===== src/rtl/led_pattern_ctrl.sv =====
// ---------------------------------------------------------------------------
// led_pattern_ctrl
//
// Drives the two board LEDs from a single command port. A shared prescaler
// produces a one-cycle `tick` every DIV clocks. Two independent channel state
// machines use that tick to time their on/off phases. Each channel runs one of
// these patterns: OFF, steady ON, free-running BLINK, or a counted BURST.
//
// Build option:
//   LEDCTL_BURST_EN  defined   -> BURST mode, pulse counter, burst flag and
//                                 `done` pulses are built.
//                    undefined -> mode 3 behaves as OFF, `done` is tied 0,
//                                 `cmd_ready` is tied 1.
//
// Parameters:
//   DIV    clock cycles per prescaler tick (>= 2)
//   DIV_W  prescaler counter width, 2**DIV_W >= DIV
//
// Ports:
//   clk, rst_n   system clock (rising edge), asynchronous active-low reset
//   cmd_valid    command present
//   cmd_ready    command can be accepted this cycle
//   cmd_led      target channel: 0 -> led1, 1 -> led2
//   cmd_mode     0 OFF, 1 ON, 2 BLINK, 3 BURST
//   cmd_period   half-period in ticks (0 is treated as 1)
//   cmd_count    BURST pulse count (0 is treated as 1)
//   led1, led2   LED drive, active-high
//   busy[n]      channel n is in any state other than OFF
//   done[n]      one-cycle pulse when a BURST on channel n completes
// ---------------------------------------------------------------------------
module led_pattern_ctrl #(
  parameter int DIV   = 50000,
  parameter int DIV_W = 16
) (
  input  logic       clk,
  input  logic       rst_n,
  input  logic       cmd_valid,
  output logic       cmd_ready,
  input  logic       cmd_led,
  input  logic [1:0] cmd_mode,
  input  logic [7:0] cmd_period,
  input  logic [3:0] cmd_count,
  output logic       led1,
  output logic       led2,
  output logic [1:0] busy,
  output logic [1:0] done
);

  // Channel states.
  localparam logic [1:0] ST_OFF = 2'd0;
  localparam logic [1:0] ST_ON  = 2'd1;
  localparam logic [1:0] ST_HI  = 2'd2;
  localparam logic [1:0] ST_LO  = 2'd3;

  // Command modes.
  localparam logic [1:0] MODE_OFF   = 2'd0;
  localparam logic [1:0] MODE_ON    = 2'd1;
  localparam logic [1:0] MODE_BLINK = 2'd2;
  localparam logic [1:0] MODE_BURST = 2'd3;

  localparam logic [DIV_W-1:0] PRE_LAST = DIV_W'(DIV - 1);

  // -------------------------------------------------------------------------
  // Prescaler: free-running 0..DIV-1, never disturbed by commands.
  // -------------------------------------------------------------------------
  logic [DIV_W-1:0] pre_cnt;
  logic             tick;

  assign tick = (pre_cnt == PRE_LAST);

  // NOTE: sequential state is always updated with non-blocking assignments so
  // every flop samples the pre-edge value of every other flop.
  always_ff @(posedge clk or negedge rst_n) begin
    if (!rst_n) begin
      pre_cnt <= '0;
    end else if (tick) begin
      pre_cnt <= '0;
    end else begin
      pre_cnt <= pre_cnt + DIV_W'(1);
    end
  end

  // -------------------------------------------------------------------------
  // Command decode. Zero period/count are promoted to 1 at load so the
  // down-counters never have to handle a zero value.
  // -------------------------------------------------------------------------
  logic [7:0] period_eff;
  logic       take;
  logic [1:0] accept;
  logic [1:0] led_int;

  assign period_eff = (cmd_period == 8'd0) ? 8'd1 : cmd_period;
  assign take       = cmd_valid & cmd_ready;
  assign accept[0]  = take & ~cmd_led;
  assign accept[1]  = take &  cmd_led;

`ifdef LEDCTL_BURST_EN
  logic [3:0] count_eff;
  logic [1:0] in_burst;

  assign count_eff = (cmd_count == 4'd0) ? 4'd1 : cmd_count;

  // Only a running burst pushes back, and only for non-OFF commands: OFF is
  // always taken so the host can abort a burst at any time.
  assign cmd_ready = !(in_burst[cmd_led] && (cmd_mode != MODE_OFF));
`else
  logic unused_count;

  assign unused_count = ^cmd_count;
  assign cmd_ready    = 1'b1;
  assign done         = 2'b00;
`endif

  // -------------------------------------------------------------------------
  // Per-channel pattern state machines.
  // -------------------------------------------------------------------------
  for (genvar g = 0; g < 2; g++) begin : g_ch
    logic [1:0] state;
    logic [7:0] ph;   // ticks left in the current HI/LO phase
    logic [7:0] per;  // latched half-period, reloaded at every phase end
`ifdef LEDCTL_BURST_EN
    logic [3:0] rem;  // pulses left, including the one in progress
    logic       burst;
    logic       done_q;

    assign in_burst[g] = burst && (state != ST_OFF);
    assign done[g]     = done_q;
`endif

    always_ff @(posedge clk or negedge rst_n) begin
      if (!rst_n) begin
        state  <= ST_OFF;
        ph     <= 8'd1;
        per    <= 8'd1;
`ifdef LEDCTL_BURST_EN
        rem    <= 4'd1;
        burst  <= 1'b0;
        done_q <= 1'b0;
`endif
      end else begin
`ifdef LEDCTL_BURST_EN
        done_q <= 1'b0;
`endif
        // An accepted command takes priority over a coincident tick, so a
        // freshly loaded pattern always starts with the full period in `ph`.
        if (accept[g]) begin
          case (cmd_mode)
            MODE_ON: begin
              state <= ST_ON;
`ifdef LEDCTL_BURST_EN
              burst <= 1'b0;
`endif
            end
            MODE_BLINK: begin
              state <= ST_HI;
              ph    <= period_eff;
              per   <= period_eff;
`ifdef LEDCTL_BURST_EN
              burst <= 1'b0;
`endif
            end
`ifdef LEDCTL_BURST_EN
            MODE_BURST: begin
              state <= ST_HI;
              ph    <= period_eff;
              per   <= period_eff;
              rem   <= count_eff;
              burst <= 1'b1;
            end
`endif
            default: begin
              // MODE_OFF, and MODE_BURST when bursts are not built.
              state <= ST_OFF;
`ifdef LEDCTL_BURST_EN
              burst <= 1'b0;
`endif
            end
          endcase
        end else if (tick && ((state == ST_HI) || (state == ST_LO))) begin
          if (ph != 8'd1) begin
            ph <= ph - 8'd1;
          end else begin
            ph <= per;
            if (state == ST_HI) begin
              state <= ST_LO;
`ifdef LEDCTL_BURST_EN
            end else if (!burst) begin
              state <= ST_HI;
            end else if (rem == 4'd1) begin
              // Last LO phase of the burst: finish and flag completion in
              // the same cycle that busy drops.
              state  <= ST_OFF;
              burst  <= 1'b0;
              done_q <= 1'b1;
            end else begin
              rem   <= rem - 4'd1;
              state <= ST_HI;
            end
`else
            end else begin
              state <= ST_HI;
            end
`endif
          end
        end
      end
    end

    // Outputs decode straight from the state register, no extra stage.
    assign led_int[g] = (state == ST_ON) || (state == ST_HI);
    assign busy[g]    = (state != ST_OFF);
  end

  assign led1 = led_int[0];
  assign led2 = led_int[1];

endmodule


===== config.mk =====
export PLATFORM = sky130hd
export DESIGN_NAME = led_pattern_ctrl
export DESIGN_NICKNAME = d
export VERILOG_FILES = /design/src/rtl/led_pattern_ctrl.sv
export SDC_FILE = /design/constraint.sdc
export NUM_CORES = 1
export LEC_CHECK = 0
export ABC_AREA = 1
export CAP_MARGIN = 20
export CORE_ASPECT_RATIO = 0.7
export CORE_MARGIN = 2
export CORE_UTILIZATION = 35
export CTS_CLUSTER_SIZE = 14
export DETAILED_ROUTE_END_ITERATION = 6
export RECOVER_POWER = 25
export SLEW_MARGIN = 10
export SYNTH_ARGS = -nofsm -noshare
export SYNTH_HDL_FRONTEND = slang
export SYNTH_SLANG_ARGS = --single-unit
export TNS_END_PERCENT = 30

===== constraint.sdc =====
create_clock -name clk -period 2.4 [get_ports clk]
set_input_delay 0.6 -clock clk [delete_from_list [all_inputs] [get_ports clk]]
set_output_delay 0.6 -clock clk [all_outputs]
set_load 0.05 [all_outputs]

# After elaboration in Yosys (flattened, before gate mapping)

Index checks and enable logic that the tools add are counted.

Register bits: 52
Bits of input ports: 18
Output and inout bits: 7
Logic and storage cells: 63

$add $sub $neg: 3
Equal/unequal tests: 15
Multiplexer cells: 18
Bitwise gates (word level): 3
Reduce and logical (&&, ||, !) cells: 17

Operators by type and width:

| cell                                                                   | number |
|---|---|
| 8-bit 2-to-1 mux                                                       | 8 |
| 16-bit by 1-bit adder with 16-bit output (second input constant)       | 1 |
| 16-bit equality test (second input constant)                           | 1 |
| 16-bit 2-to-1 mux                                                      | 1 |
| 8-bit by 1-bit != test with 1-bit output (second input constant)       | 2 |
| 8-bit by 1-bit subtractor with 8-bit output (second input constant)    | 2 |
| 2-bit 2-to-1 mux                                                       | 6 |
| 2-bit AND reduction                                                    | 6 |
| 2-bit equality test (second input constant)                            | 5 |
| 8-bit zero test                                                        | 1 |
| 2-bit nonzero test                                                     | 4 |
| 2-bit by 1-bit equality test with 1-bit output (second input constant) | 3 |
| 1-bit logical OR                                                       | 4 |
| 2-bit by 1-bit != test with 1-bit output (second input constant)       | 2 |
| 2-bit != test (second input constant)                                  | 2 |
| 2-bit case mux with 2 select lines                                     | 1 |
| 1-bit bitwise AND                                                      | 2 |
| 1-bit logical AND                                                      | 2 |
| 1-bit 2-to-1 mux                                                       | 2 |
| 1-bit inverter                                                         | 1 |

# Depth between registers and ports, before layout

Gate-level depths: netlist (run 1).

Word-level depth: 5
Gate-level depth with buffers: 11
Gate-level depth less buffers: 11

# Worst setup path after synthesis (run 1)

OpenSTA, ideal clock, no wires.

Kind: register -> output
From: reg g_ch[0].state[1]
To: out led1
Arrival time: 0.946 ns
Required time: 1.800 ns
Setup slack: 0.854 ns
Stages on the path, launching flop included: 3
Buffers on the path: 0
Path through: dfrtp_1 inv_1 ha_1

Longest elaborated chain between the ends: 2
Elaborated cells on any way between the ends: 3
Classes of those cells: eq/ne (2); reduce/logical (1)

RTL lines:

| element                                                                               | RTL line | RTL |
|---|---|---|
| start, declared                                                                       | 118      | `logic [1:0] state;` |
| start signal, assigned                                                                | 132      | `state <= ST_OFF;` |
| start signal, assigned                                                                | 149      | `state <= ST_ON;` |
| start signal, assigned                                                                | 155      | `state <= ST_HI;` |
| 2-bit by 1-bit equality test with 1-bit output or 2-bit equality test (tied branches) | 210      | `assign led_int[g] = (state == ST_ON) \|\| (state == ST_HI);` |
| 1-bit logical OR *                                                                    | 210      |  |
| end, declared                                                                         | 43       | `output logic led1,` |

Mark *: on every way between the ends. The rest lies on a longest branch, timed or not.

# Final worst setup path (run 1)

From: in cmd_valid
To: reg g_ch[0].ph[3]

Longest elaborated chain between the ends: 3
Elaborated cells on any way between the ends: 5
Classes of those cells: eq/ne (1); mux (1); bitwise (1); reduce/logical (2)

RTL lines:

| element                                                                                  | RTL line | RTL |
|---|---|---|
| start, declared                                                                          | 37       | `input logic cmd_valid,` |
| 1-bit bitwise AND *                                                                      | 94       | `assign accept[0] = take & ~cmd_led;` |
| 2-bit by 1-bit != test with 1-bit output (no line) or 2-bit nonzero test (tied branches) | n/a      |  |
| 2-bit AND reduction (no line)                                                            | n/a      |  |
| end signal, assigned                                                                     | 156      | `ph <= period_eff;` |
| end signal, assigned                                                                     | 181      | `ph <= ph - 8'd1;` |
| end signal, assigned                                                                     | 183      | `ph <= per;` |
| end, declared                                                                            | 119      | `logic [7:0] ph;` |

Marked as above.
A chain may end at the register's enable or synchronous reset.

==> impl_metrics.toml, run 1 <==
[run_status]
status = "finished, final reports clean"

[synthesis]
synth_ff_type = "dfrtp_1"
synth-edff-count = 0
syn_area_um2 = 3330
synth_top_area_cell = "dfrtp_1"
synthArstFlopShare_pct = 100
ys_top_cells_by_count = "nand2_1 (148), inv_1 (65), nand3_1 (57)"
synth.top_cells.by_area = "dfrtp_1 (36%), nand2_1 (17%), nand3_1 (8.6%)"
yosys_warnings = 0
seq_area_frac_synth_pct = 39.2
avgSynthCellArea_um2 = 7.06
yosysMostFrequentCell = "nand2_1"
ys_ff_latch = 52
netlist.area_leader.share_pct = 36.1
ys_types = 33
syn_inst = 472

[drt]
num_vias = 2957
avgViaCountPerCell = 4.77
drtIter0Drc = 168
wl_per_cell_um = 12.6
drc = 0
ant_nets = 0
first_pass_iters = 4
wl_um = 7820

[floorplan]
die_area_um2 = 10300
die_w_um = 121
start_util_pct = 36.4
coreArea_um2 = 9140
rows = 29
die-height_um = 85.6
io_pins = 25

[cts]
cts_sinks = 52
clock-root-buffer = "clkbuf_16"
clk_pin_slew_ps = 70
clockBufferDepth = 2
clk_latency_ps = 300
holdBufCountCts = 0
ctsResizeCount = 0
h-tree-depth = 2
cts_setup_buffers = 0
cts_buffers = 5
cts_tree = "done"

[setup_path]
crit_arrival_ps = 2060
path_common_cell = "inv_1"
r2r_slack_ps = 620
r2r_end = "g_ch[0].ph[4]"
crit_path_top_delay_cell = "clkdlybuf4s50_1"
crit_family = "buffers and inverters"
cp.required_ps = 2590
r2r-start = "g_ch[0].ph[0]"
path_max_fanout = 10
critPathLaunchType = "input pin"
cp_cell_sequence = "clkdlybuf4s50_1 -> inv_1 -> nor2_4 -> inv_1 -> nand4_4 -> nand2_2 -> nand3_1 -> nand2_1"
rr_worst_depth = 9
path_buf_inv = 3
crit_path_end_kind = "flip-flop"
crit_type = "input pin to flip-flop"
cpPeakStageDelay_ps = 510

[grt]
antenna_found_initial = 0
grt_overflow_total = 0
grt_max_degree = 23
grt_pass1_wl_um = 13600
grt_pass1_vias = 2867
grt_use_total_pct = 16.5

[finish]
nets = 524
syn2layout_area_growth_pct = 13.5
layout-drive-gt1-share_pct = 8.27
antennaDiodeCount = 0
fillers = 962
seq_area_um2 = 1310
multi_input_area_um2 = 1720

[power_and_ir_drop]
p_seq_share_pct = 36.3
sw_frac_of_total_pct = 42.4
p_sw_uw = 1450
power.share.combinational_pct = 42.9
pwr-share-clk_pct = 20.8
internal-power_uw = 1970
power_density_nw_per_um2 = 905
leakage_uw = 0.00194
peakVddDrop_mv = 0.492

[sta]
slew_headroom_pct = 30.8
holdWs_ps = 460
period_share_pct = 78.0
rsz0062_at_grt = "no"
layout_min_cycle_time_ps = 1870
max_slew.worst_pin.slew_ps = 1040
finClkSkew_ps = 8.14
fmax_ghz = 0.534
hold_viol_final = 0
finalSetupViolCount = 0
finalSetupTns_ps = 0
timing.final.max_slew_violations = 0

[place]
hpwl_um = 6050
port_buffers = 17
routabilityCongestion = 0.980

[flow_run]
max_cap_viol_count = 0

[worst_hold_path]
hold_class = "input pin to asynchronous set/reset pin"
how the worst max path moves through the flow:
stage	from	endpoint	slack [ps]	cells past startpoint
after global routing	rst_n	g_ch[0].state[1]	290	2
after detailed placement	cmd_led	g_ch[1].ph[0]	180	6
after CTS	cmd_led	g_ch[1].ph[0]	510	6
after global placement	cmd_led	g_ch[1].ph[3]	220	7
after floorplan	g_ch[0].state[1]	led1	850	2
final	cmd_valid	g_ch[0].ph[3]	530	8
registers in the layout, indices dropped and copies added, names as in the netlist:
| name | cells |
|---|---|
| g_ch.state | 4 |
| g_ch.ph | 16 |
| g_ch.per | 16 |
| pre_cnt | 16 |
worst reg2reg max path: stages (launching register included):
cell and delay [ps]:
dfstp_2 570, ha_1 200, nand2_1 60, nor2_1 250, nand2_1 240, nand3_1 120
nand3_1 100, nand2_1 80, nand2_1 50, nand2_1 50
power groups by stage:
| stage | logic [uW] | registers (uW) | clock network (uW) |
|---|---|---|---|
| 4_1_cts | 1470 | 1240 | 740 |
| 2_1_floorplan | 1140 | 1200 | 0 |
| 5_1_grt | 1680 | 1270 | 777 |
| 3_5_place_dp | 1470 | 1250 | 0 |
| 6_report | 1470 | 1240 | 713 |
| 3_3_place_gp | 1440 | 1250 | 0 |
final cells by class:
cell class	count	share of cell area, %
clock buffer	5	3.31
clock inverter	3	0.497
inverter	66	6.55
multi-input combinational	346	45.6
sequential	52	34.6
tap	124	4.10
timing repair buffer	24	5.36
cell usage in the layout (no fill, tap or decap), types with 2 or more instances in the layout:
cell,count
a21oi_1,8
buf_4,10
clkbuf_1,2
clkbuf_16,5
clkdlybuf4s50_1,12
clkinv_2,2
conb_1,3
dfrtp_1,48
dfstp_2,4
ha_1,11
inv_1,65
nand2_1,148
nand2_2,5
nand3_1,57
nand3b_1,5
nand4_1,5
nor2_1,39
nor2_4,4
nor3_1,4
nor3_2,2
o21ai_0,34
or2_2,2
xnor2_1,6
xor2_1,4
layer usage:
metal | up-vias | global-route usage [%] | part of all wire (%)
li1 | 1531 | - | -
met3 | 8 | 3.39 | 4.1
met1 | 1364 | 24.1 | 53
met4 | 0 | 4.23 | 1.3
met5 | - | 0 | 0
met2 | 54 | 24.9 | 42
kinds of logic after synthesis:
group,Yosys count,share of synthesized area (%)
AOI/OAI and AO/OA,44,6.69
xor gates and xnor gates,10,2.63
adders and majority gates,11,4.13
buffers and inverters,75,9.13
DFF,52,39.2
other,2,0.225
and+or+nand+nor,278,38.0
per-stage QoR:
step	cells	power [uW]	util [%]	area [um^2]	setup WS, ps
6_report	620	3420	41.3	3780	529
5_1_grt	620	3720	41.3	3780	289
4_1_cts	620	3450	41.4	3780	513
3_5_place_dp	612	2720	39.8	3640	181
3_3_place_gp	612	2690	39.8	3640	221
2_1_floorplan	473	2340	-	3330	854
Power figures use the tool's default switching activity.
==> inputs of run 2 (changes only) <==
Clock period 2.4 ns to 1.76 ns, I/O delays scaled along.
==> impl_metrics.toml, run 2 (synthesis gave the netlist of run 1 again) <==
[run_status]
status = "finished, final reports clean"

[finish]
mostFrequentLayoutCell = "nand2_1"
syn2layout_area_growth_pct = 20.8
layout_common_cells = "nand2_1 (147), inv_1 (65), nand3_1 (57)"
fillers = 960
nets = 548
reg.largest.list = "g_ch.per x16, g_ch.ph x16, pre_cnt x16"
layout-drive-gt1-share_pct = 13.5
antennaDiodeCount = 0
final_area_um2 = 4020

[grt]
grt_pass1_vias = 2995
antenna_found_initial = 0
grt_overflow_total = 0
grt_max_degree = 53
grt_pass1_wl_um = 14000
grt_use_total_pct = 16.9

[power_and_ir_drop]
peakVddDrop_mv = 0.530
leakage_uw = 0.00207
p_total_uw = 4950
power_density_nw_per_um2 = 1230

[place]
port_buffers = 17
hpwl_um = 5980
routabilityCongestion = 0.906
placed_cell_area_um2 = 3880

[sta]
finClkSkew_ps = 4.15
timing.final.max_slew_violations = 0
max_slew.worst_pin.slew_ps = 1310
period_share_pct = 96.0
hold_viol_final = 0
fmax_ghz = 0.592
layout_min_cycle_time_ps = 1690
finalSetupViolCount = 0
rsz0062_at_grt = "yes"
slew_headroom_pct = 12.7

[cts]
clk_latency_ps = 300
holdBufCountCts = 0
cts_tree = "done"
clockBufferDepth = 2
h-tree-depth = 2
clock-root-buffer = "clkbuf_16"
clk_pin_slew_ps = 70
cts_buffers = 5
cts_sinks = 52

[drt]
ant_nets = 0
num_vias = 3011
wl_per_cell_um = 12.2
drc = 0
avgViaCountPerCell = 4.68
first_pass_iters = 5
wl_um = 7880
drtIter0Drc = 238

[setup_path]
path_max_fanout = 3
critPathLaunchType = "flip-flop"
crit_type = "flip-flop to output port"
cp.required_ps = 1320
crit_arrival_ps = 1250
crit_path_end_kind = "output port"

[worst_hold_path]
hold_class = "flip-flop to flip-flop"

[floorplan]
start_util_pct = 36.4
die-height_um = 85.6
io_pins = 25
coreArea_um2 = 9140
rows = 29
die_w_um = 121
die_area_um2 = 10300

[flow_run]
max_cap_viol_count = 0
## run 2: changes by cell type in the layout (fill, tap and decap cells not counted), sizes merged
cell | before | now
clkinv | 3 | 1
clkbuf | 7 | 8
buf | 10 | 35
## run 2: report_power, final
group          switching [uW]  leakage (uW)  internal [uW]  total, uW
Sequential                229      0.000657           1460       1690
Combinational            1360       0.00135            920       2280
Clock                     448     0.0000679            528        976
## run 2: worst paths after layout
path / start / end / slack [ps] / cells past startpoint
max in group asynchronous: rst_n / g_ch[0].per[5] / 470 / 2
worst min register to register: pre_cnt[0] / pre_cnt[0] / 470 / 1
min in group asynchronous: rst_n / pre_cnt[6] / 510 / 2
worst max-delay path: g_ch[1].state[0] / led2 / 70 / 3
worst min-delay path: pre_cnt[0] / pre_cnt[0] / 470 / 1
worst max register to register: pre_cnt[0] / pre_cnt[3] / 130 / 6
## run 2: layout make-up
cell class	instances	area, um^2	area share, %
well taps	124	155	3.86
repair buffers	48	435	10.8
inverters	66	248	6.16
clock buffers	7	133	3.30
flip-flops and latches	52	1310	32.5
clock inverters	1	5.00	0.124
multi-input cells	346	1740	43.3
## run 2: critical path: stages, from the launching register on
cell     delay [ps]
dfrtp_1         370
inv_1            70
ha_1            340
buf_12          170
## run 2: through the flow
stage | utilization (%) | hold WS (ps) | cells | TNS, ps | setup slack, ps
5_1_grt | 44.0 | 507 | 644 | -4.99 | -2.50
3_3_place_gp | 42.5 | 446 | 636 | -2190 | -130
4_1_cts | 44.0 | 137 | 644 | 0 | 54.2
2_1_floorplan | - | 144 | 473 | 0 | 268
3_5_place_dp | 42.5 | 460 | 636 | -3030 | -194
6_report | 44.0 | 469 | 644 | 0 | 70.2
## run 2: repair_timing
item	4_1_cts	5_1_grt
buffers inserted	0	0
resized for setup	0	6
endpoints found under the setup margin	0	10
## run 2: metal layers
metal	vias to the layer above	global-route usage (%)	part of all wire [%]
li1	1577	-	-
met1	1379	24.7	54
met2	47	25.1	41
met3	8	4.65	4.3
met4	0	3.59	1.2
met5	-	0	0
